===== src/rtl/game_pkg.sv =====
// Shared definitions for the game controller sequencer: ctrl/who codes,
// FSM state encoding and result tally helpers.
package game_pkg;

    localparam logic [1:0] CTRL_INC1 = 2'b00;
    localparam logic [1:0] CTRL_INC2 = 2'b01;
    localparam logic [1:0] CTRL_DEC1 = 2'b10;
    localparam logic [1:0] CTRL_DEC2 = 2'b11;

    localparam logic [1:0] WHO_NONE = 2'b00;
    localparam logic [1:0] WHO_LOSE = 2'b01;
    localparam logic [1:0] WHO_WIN  = 2'b10;

    localparam int TALLY_W = 8;
    localparam logic [TALLY_W-1:0] TALLY_MAX = '1;

    typedef enum logic [1:0] {
        ST_IDLE,
        ST_INIT,
        ST_RUN,
        ST_PAUSE
    } state_t;

    // Tallies stick at their maximum instead of wrapping back to zero.
    function automatic logic [TALLY_W-1:0] sat_inc(input logic [TALLY_W-1:0] v);
        return (v == TALLY_MAX) ? v : v + 1'b1;
    endfunction

endpackage


===== src/rtl/game_cmd_fifo.sv =====
// Synchronous command FIFO with full/empty flags and a synchronous flush.
// Read data is presented from the head entry without waiting for a pop.
module game_cmd_fifo #(
    parameter int DEPTH = 8,
    parameter int DW    = 2
) (
    input  logic          clk,
    input  logic          reset,
    input  logic          flush,
    input  logic          push,
    input  logic          pop,
    input  logic [DW-1:0] wdata,
    output logic [DW-1:0] rdata,
    output logic          full,
    output logic          empty
);

    localparam int AW = $clog2(DEPTH);
    localparam logic [AW:0] FULL_CNT = (AW+1)'(DEPTH);

    logic [DW-1:0] mem [DEPTH];
    logic [AW-1:0] wr_ptr;
    logic [AW-1:0] rd_ptr;
    logic [AW:0]   count;
    logic          do_push;
    logic          do_pop;

    assign full    = (count == FULL_CNT);
    assign empty   = (count == '0);
    assign do_push = push && !full && !flush;
    assign do_pop  = pop && !empty && !flush;
    assign rdata   = mem[rd_ptr];

    always_ff @(posedge clk) begin
        if (do_push) begin
            mem[wr_ptr] <= wdata;
        end
    end

    // Pointers wrap naturally because DEPTH is a power of two.
    always_ff @(posedge clk) begin
        if (reset || flush) begin
            wr_ptr <= '0;
            rd_ptr <= '0;
            count  <= '0;
        end else begin
            if (do_push) wr_ptr <= wr_ptr + 1'b1;
            if (do_pop)  rd_ptr <= rd_ptr + 1'b1;
            case ({do_push, do_pop})
                2'b10:   count <= count + 1'b1;
                2'b01:   count <= count - 1'b1;
                default: count <= count;
            endcase
        end
    end

endmodule


===== src/rtl/game_ctrl_sequencer.sv =====
// Session sequencer feeding queued ctrl codes to the game counter and tallying results.
// Define GAME_SEQ_AUTOPLAY_EN to replace PAUSE with LFSR-generated ctrl codes.
module game_ctrl_sequencer
    import game_pkg::*;
#(
    parameter int WIDTH = 3,
    parameter int DEPTH = 8
) (
    input  logic               clk,
    input  logic               reset,
    input  logic               start,
    input  logic               stop,
    input  logic [WIDTH-1:0]   seed_val,
    input  logic               cmd_valid,
    input  logic [1:0]         cmd_data,
    output logic               cmd_ready,
    output logic [1:0]         ctrl,
    output logic               init,
    output logic [WIDTH-1:0]   initial_val,
    input  logic               gameover,
    input  logic [1:0]         who,
    output logic               busy,
    output logic               match_done,
    output logic [TALLY_W-1:0] win_tally,
    output logic [TALLY_W-1:0] loss_tally
);

    state_t               state;
    state_t               next_state;
    logic                 fifo_full;
    logic                 fifo_empty;
    logic                 fifo_pop;
    logic                 fifo_flush;
    logic [1:0]           fifo_rdata;
    logic                 start_ok;
    logic                 abort;
    logic [1:0]           ctrl_d;
    logic                 init_d;
    logic [WIDTH-1:0]     initial_val_d;
    logic [TALLY_W-1:0]   win_d;
    logic [TALLY_W-1:0]   loss_d;
    logic                 match_d;

    assign start_ok   = (state == ST_IDLE) && start && !stop;
    assign abort      = (state != ST_IDLE) && stop;
    assign fifo_flush = abort;
    assign fifo_pop   = (state == ST_RUN) && !fifo_empty && !stop;
    assign cmd_ready  = !fifo_full;
    assign busy       = (state != ST_IDLE);

    game_cmd_fifo #(
        .DEPTH (DEPTH),
        .DW    (2)
    ) u_fifo (
        .clk   (clk),
        .reset (reset),
        .flush (fifo_flush),
        .push  (cmd_valid),
        .pop   (fifo_pop),
        .wdata (cmd_data),
        .rdata (fifo_rdata),
        .full  (fifo_full),
        .empty (fifo_empty)
    );

`ifdef GAME_SEQ_AUTOPLAY_EN
    localparam logic [7:0] LFSR_SEED = 8'hA5;
    logic [7:0] lfsr;

    // Fibonacci LFSR for x^8+x^6+x^5+x^4+1, stepping only while in RUN.
    always_ff @(posedge clk) begin
        if (reset || start_ok) begin
            lfsr <= LFSR_SEED;
        end else if (state == ST_RUN) begin
            lfsr <= {lfsr[6:0], lfsr[7] ^ lfsr[5] ^ lfsr[4] ^ lfsr[3]};
        end
    end
`endif

    always_ff @(posedge clk) begin
        if (reset) begin
            state <= ST_IDLE;
        end else begin
            state <= next_state;
        end
    end

    always_comb begin
        next_state = state;
        case (state)
            ST_IDLE:  if (start_ok) next_state = ST_INIT;
            ST_INIT:  next_state = ST_RUN;
`ifdef GAME_SEQ_AUTOPLAY_EN
            ST_RUN:   next_state = ST_RUN;
`else
            ST_RUN:   if (fifo_empty) next_state = ST_PAUSE;
`endif
            ST_PAUSE: if (!fifo_empty) next_state = ST_RUN;
            default:  next_state = ST_IDLE;
        endcase
        if (abort) next_state = ST_IDLE;
    end

    // Next values of the registered outputs; init stays high until a code is issued.
    always_comb begin
        ctrl_d        = ctrl;
        init_d        = init;
        initial_val_d = initial_val;
        win_d         = win_tally;
        loss_d        = loss_tally;
        match_d       = 1'b0;
        case (state)
            ST_IDLE: begin
                if (start_ok) begin
                    initial_val_d = seed_val;
                    win_d         = '0;
                    loss_d        = '0;
                    init_d        = 1'b1;
                end
            end
            ST_INIT:  init_d = 1'b1;
            ST_RUN: begin
                if (!fifo_empty) begin
                    ctrl_d = fifo_rdata;
                    init_d = 1'b0;
                end else begin
`ifdef GAME_SEQ_AUTOPLAY_EN
                    ctrl_d = lfsr[1:0];
                    init_d = 1'b0;
`else
                    init_d = 1'b1;
`endif
                end
            end
            ST_PAUSE: init_d = 1'b1;
            default:  init_d = 1'b1;
        endcase
        if ((state != ST_IDLE) && gameover) begin
            if (who == WHO_WIN) begin
                win_d   = sat_inc(win_tally);
                match_d = 1'b1;
            end else if (who == WHO_LOSE) begin
                loss_d  = sat_inc(loss_tally);
                match_d = 1'b1;
            end
        end
        if (abort) begin
            ctrl_d = CTRL_INC1;
            init_d = 1'b1;
        end
    end

    always_ff @(posedge clk) begin
        if (reset) begin
            ctrl        <= CTRL_INC1;
            init        <= 1'b1;
            initial_val <= '0;
            win_tally   <= '0;
            loss_tally  <= '0;
            match_done  <= 1'b0;
        end else begin
            ctrl        <= ctrl_d;
            init        <= init_d;
            initial_val <= initial_val_d;
            win_tally   <= win_d;
            loss_tally  <= loss_d;
            match_done  <= match_d;
        end
    end

endmodule


===== config.mk =====
export PLATFORM = sky130hd
export DESIGN_NAME = game_ctrl_sequencer
export DESIGN_NICKNAME = d
export VERILOG_FILES = /design/src/rtl/game_pkg.sv /design/src/rtl/game_cmd_fifo.sv /design/src/rtl/game_ctrl_sequencer.sv
export SDC_FILE = /design/constraint.sdc
export NUM_CORES = 1
export LEC_CHECK = 0
export ABC_AREA = 0
export BUFFER_PORTS_ARGS = -buffer_cell sky130_fd_sc_hd__buf_4
export CORE_ASPECT_RATIO = 1.2
export CORE_UTILIZATION = 50
export CTS_CLUSTER_SIZE = 40
export DETAILED_ROUTE_END_ITERATION = 6
export GPL_TIMING_DRIVEN = 1
export MAX_ROUTING_LAYER = met4
export PLACE_DENSITY = 0.78
export REMOVE_ABC_BUFFERS = 1
export SYNTH_ARGS = -nofsm -noshare
export SYNTH_HDL_FRONTEND = slang
export SYNTH_SLANG_ARGS = --single-unit
export TNS_END_PERCENT = 1

===== constraint.sdc =====
create_clock -name clk -period 2.88 [get_ports clk]
set_input_delay 0.864 -clock clk [delete_from_list [all_inputs] [get_ports clk]]
set_output_delay 0.864 -clock clk [all_outputs]
set_load 0.01 [all_outputs]

==> metrics <==
syn_area_per_cell 10.46 um2; worst path arrival time 2.99 ns; Post-route DRC 0; PD cells 497.4 nW/um2; Slowest cell on crit path or4b_1; Fin. Hold Viols 0; Critical R2R Launch u_fifo.count[0]; Min Clock Period, post-route 2.752 ns; GR met2 Demand/Resource 0.3557; r2r worst-path depth 10; Fin Clk Skew 0.007310 ns; synth warn 0; core area 4594 um2; area share of the largest cell type after synthesis 0.2914; Tcrit/Tclk final 0.9556; Antenna Nets Post-Route 0; drt wl/cell 14.49 um; R2R Path End u_fifo.count[2]; Post-synth top flop dfxtp_1; Yosys reg bits 51; worst hold endpoint initial_val[2]; share of synthesized registers carrying an async set or reset 0; Non-Filler Instances 332; iteration-0 DRC count of the detailed router 46; number of synthesized flops with an enable pin 16; grt total ovfl 0; crit path launch type register; most common cell after layout, fill and taps aside buf_4; GRT Util Overall 0.2110; FP Rows 27; met1 Usage GRT 0.2451; Worst-path clk slew 0.10 ns; pin count of the biggest net entering global routing 18; clock tree root driver cell clkbuf_8; Post-CTS Setup Inserts 0; Gate Count Post-Synth 230; WL final 4.810 mm; max incr delay on CP 0.62 ns; Layout Nets 295; setup_tns 0 ns; initial antenna violation count 0; first-pass GRT wire length 8.031 mm; R2R setup slack 0.13 ns; P_leak 1.098 nW; worst min path class reg2reg; CTS max path bufs 2; status finished clean; WP buf/inv 1; Finished Core Util 0.6236; crit-path cells or4b_1, and3_1, inv_1, ha_2, xor2_1, ha_1, a21oi_1, xor2_1, or3_1, a21oi_1; Skew-Pair Late Insertion Delay 0.30 ns; total number of vias 1899; worst hold path depth 2; routability cong. 0.8539; class of the most critical setup path reg2reg; Max-Cap Viols 0; CP endpoint kind register; commonest cells after routing, fill and taps aside buf_4 (42), dfxtp_1 (35), nor2_1 (20); Initial Util 0.5234; dpl hpwl 3.624 mm; cts hold-fix bufs 0; register area share after synthesis 0.4912; Layout area overhead 19.15%; CTS H-tree lvls 2; maximum VDD drop 0.2548 mV; Die Area 5092 um2; Horiz. Die Dim 65.31 um; Most Used Layer, Global Route met2; Rel. slew slack 0.6404; PortBufs 37; CP max FO 7; Synth area leaders dfxtp_1 (29%), edfxtp_1 (20%), ha_1 (4.7%); required time worst endpoint 3.12 ns; Cell Area, Placed 2748 um2; share of cells above drive strength 1 0.2226; Synth cell types 53; Max Freq 363.4 MHz; WHS 0.4653 ns; Post-Place Cells 324; fin area 2865 um2; global routing usage on met3 0.04559; Ports 38; number of global-route vias before repair 1774; Antenna Diode Count 0; final count of pins violating max slew 0; CP top delay family simple AND/OR/NAND/NOR gates; area leader, netlist dfxtp_1; First-pass DRT Iterations 4; HP Start initial_val[2]; die height 77.97 um; total CTS buffers 5; clk sinks 51; Worst-Margin Slew 0.5345 ns; cell area after synthesis 2405 um2; final setup vio count 0; CTS tree done; Vias per Instance 5.720
==> sequential cells by signal, indices dropped and copies added (netlist names) <==
signal / count
initial_val: 3
match_done: 1
init: 1
loss_tally: 8
state: 2
u_fifo.wr_ptr: 3
u_fifo.count: 4
win_tally: 8
ctrl: 2
u_fifo.rd_ptr: 3
u_fifo.mem: 16
==> metal layers <==
metal | vias to the layer above | share of wire
met5 | - | 0
met4 | 0 | 0.012
met3 | 5 | 0.045
met2 | 56 | 0.52
met1 | 886 | 0.43
li1 | 952 | -
==> worst min-delay path: stages (launching register included) <==
cell and delay, ns:
dfxtp_1 0.32, nand2_1 0.05, a21oi_1 0.05
==> cells in the mapped netlist, types with 3 or more instances <==
library cell	number
nand2b_1	7
buf_6	3
ha_1	9
xnor2_1	5
inv_1	7
clkbuf_1	3
mux2i_1	5
or3_1	3
mux4_2	4
o21ai_0	10
and3_1	4
dfxtp_1	35
nor3_1	9
a21oi_1	15
edfxtp_1	16
nand3_1	9
nand2_1	19
xor2_1	4
nor2_1	20
==> repair_timing <==
action / CTS / global route
endpoints found under the hold margin: 0 / 0
setup endpoints to repair: 0 / 1
resized for setup: 0 / 1
==> cell families (layout without fill, tap and decap cells) <==
group | Yosys count | after routing | synth area share
compound gates | 50 | 50 | 0.1436
xor+xnor | 9 | 9 | 0.03278
fa+ha+maj | 9 | 9 | 0.04683
buf+inv | 13 | 57 | 0.02966
flops | 51 | 51 | 0.4912
mux | 9 | 9 | 0.05827
simple gates | 89 | 89 | 0.1977
==> layout make-up <==
type | count | area (um2)
Fill cell | 408 | 1729
Sequential cell | 51 | 1181
Multi-Input combinational cell | 166 | 1155
Timing Repair Buffer | 42 | 315.3
Tap cell | 58 | 72.57
Clock buffer | 5 | 68.82
Clock inverter | 3 | 46.29
Inverter | 7 | 26.28
==> stage by stage <==
| stage | setup WS [ns] | power (mW) |
|---|---|---|
| finish | 0.1279 | 1.425 |
| detailed placement | 0.09021 | 0.9358 |
| global placement | 0.1720 | 0.9320 |
| global route | -0.03720 | 1.484 |
| floorplan | 0.2931 | 0.8722 |
| CTS | 0.1548 | 1.441 |
==> power breakdown <==
| part | internal, mW | leakage [nW] | total (mW) | switching [mW] |
|---|---|---|---|---|
| clock network | 0.262 | 0.0548 | 0.506 | 0.244 |
| logic | 0.0634 | 0.615 | 0.136 | 0.0724 |
| registers | 0.761 | 0.429 | 0.783 | 0.0229 |
==> how the worst max path moves through the flow <==
stage                    start               to  slack (ns)  cells past startpoint
4_1_cts        u_fifo.count[0]  u_fifo.count[2]        0.15                     10
3_5_place_dp              stop  u_fifo.count[2]        0.09                     11
2_1_floorplan             stop  u_fifo.count[2]        0.29                     10
6_report       u_fifo.count[0]  u_fifo.count[2]        0.13                     10
5_1_grt        u_fifo.count[0]  u_fifo.count[2]       -0.04                     10
3_3_place_gp              stop  u_fifo.count[2]        0.17                     11
No activity file was read; power rests on OpenSTA's default activity.
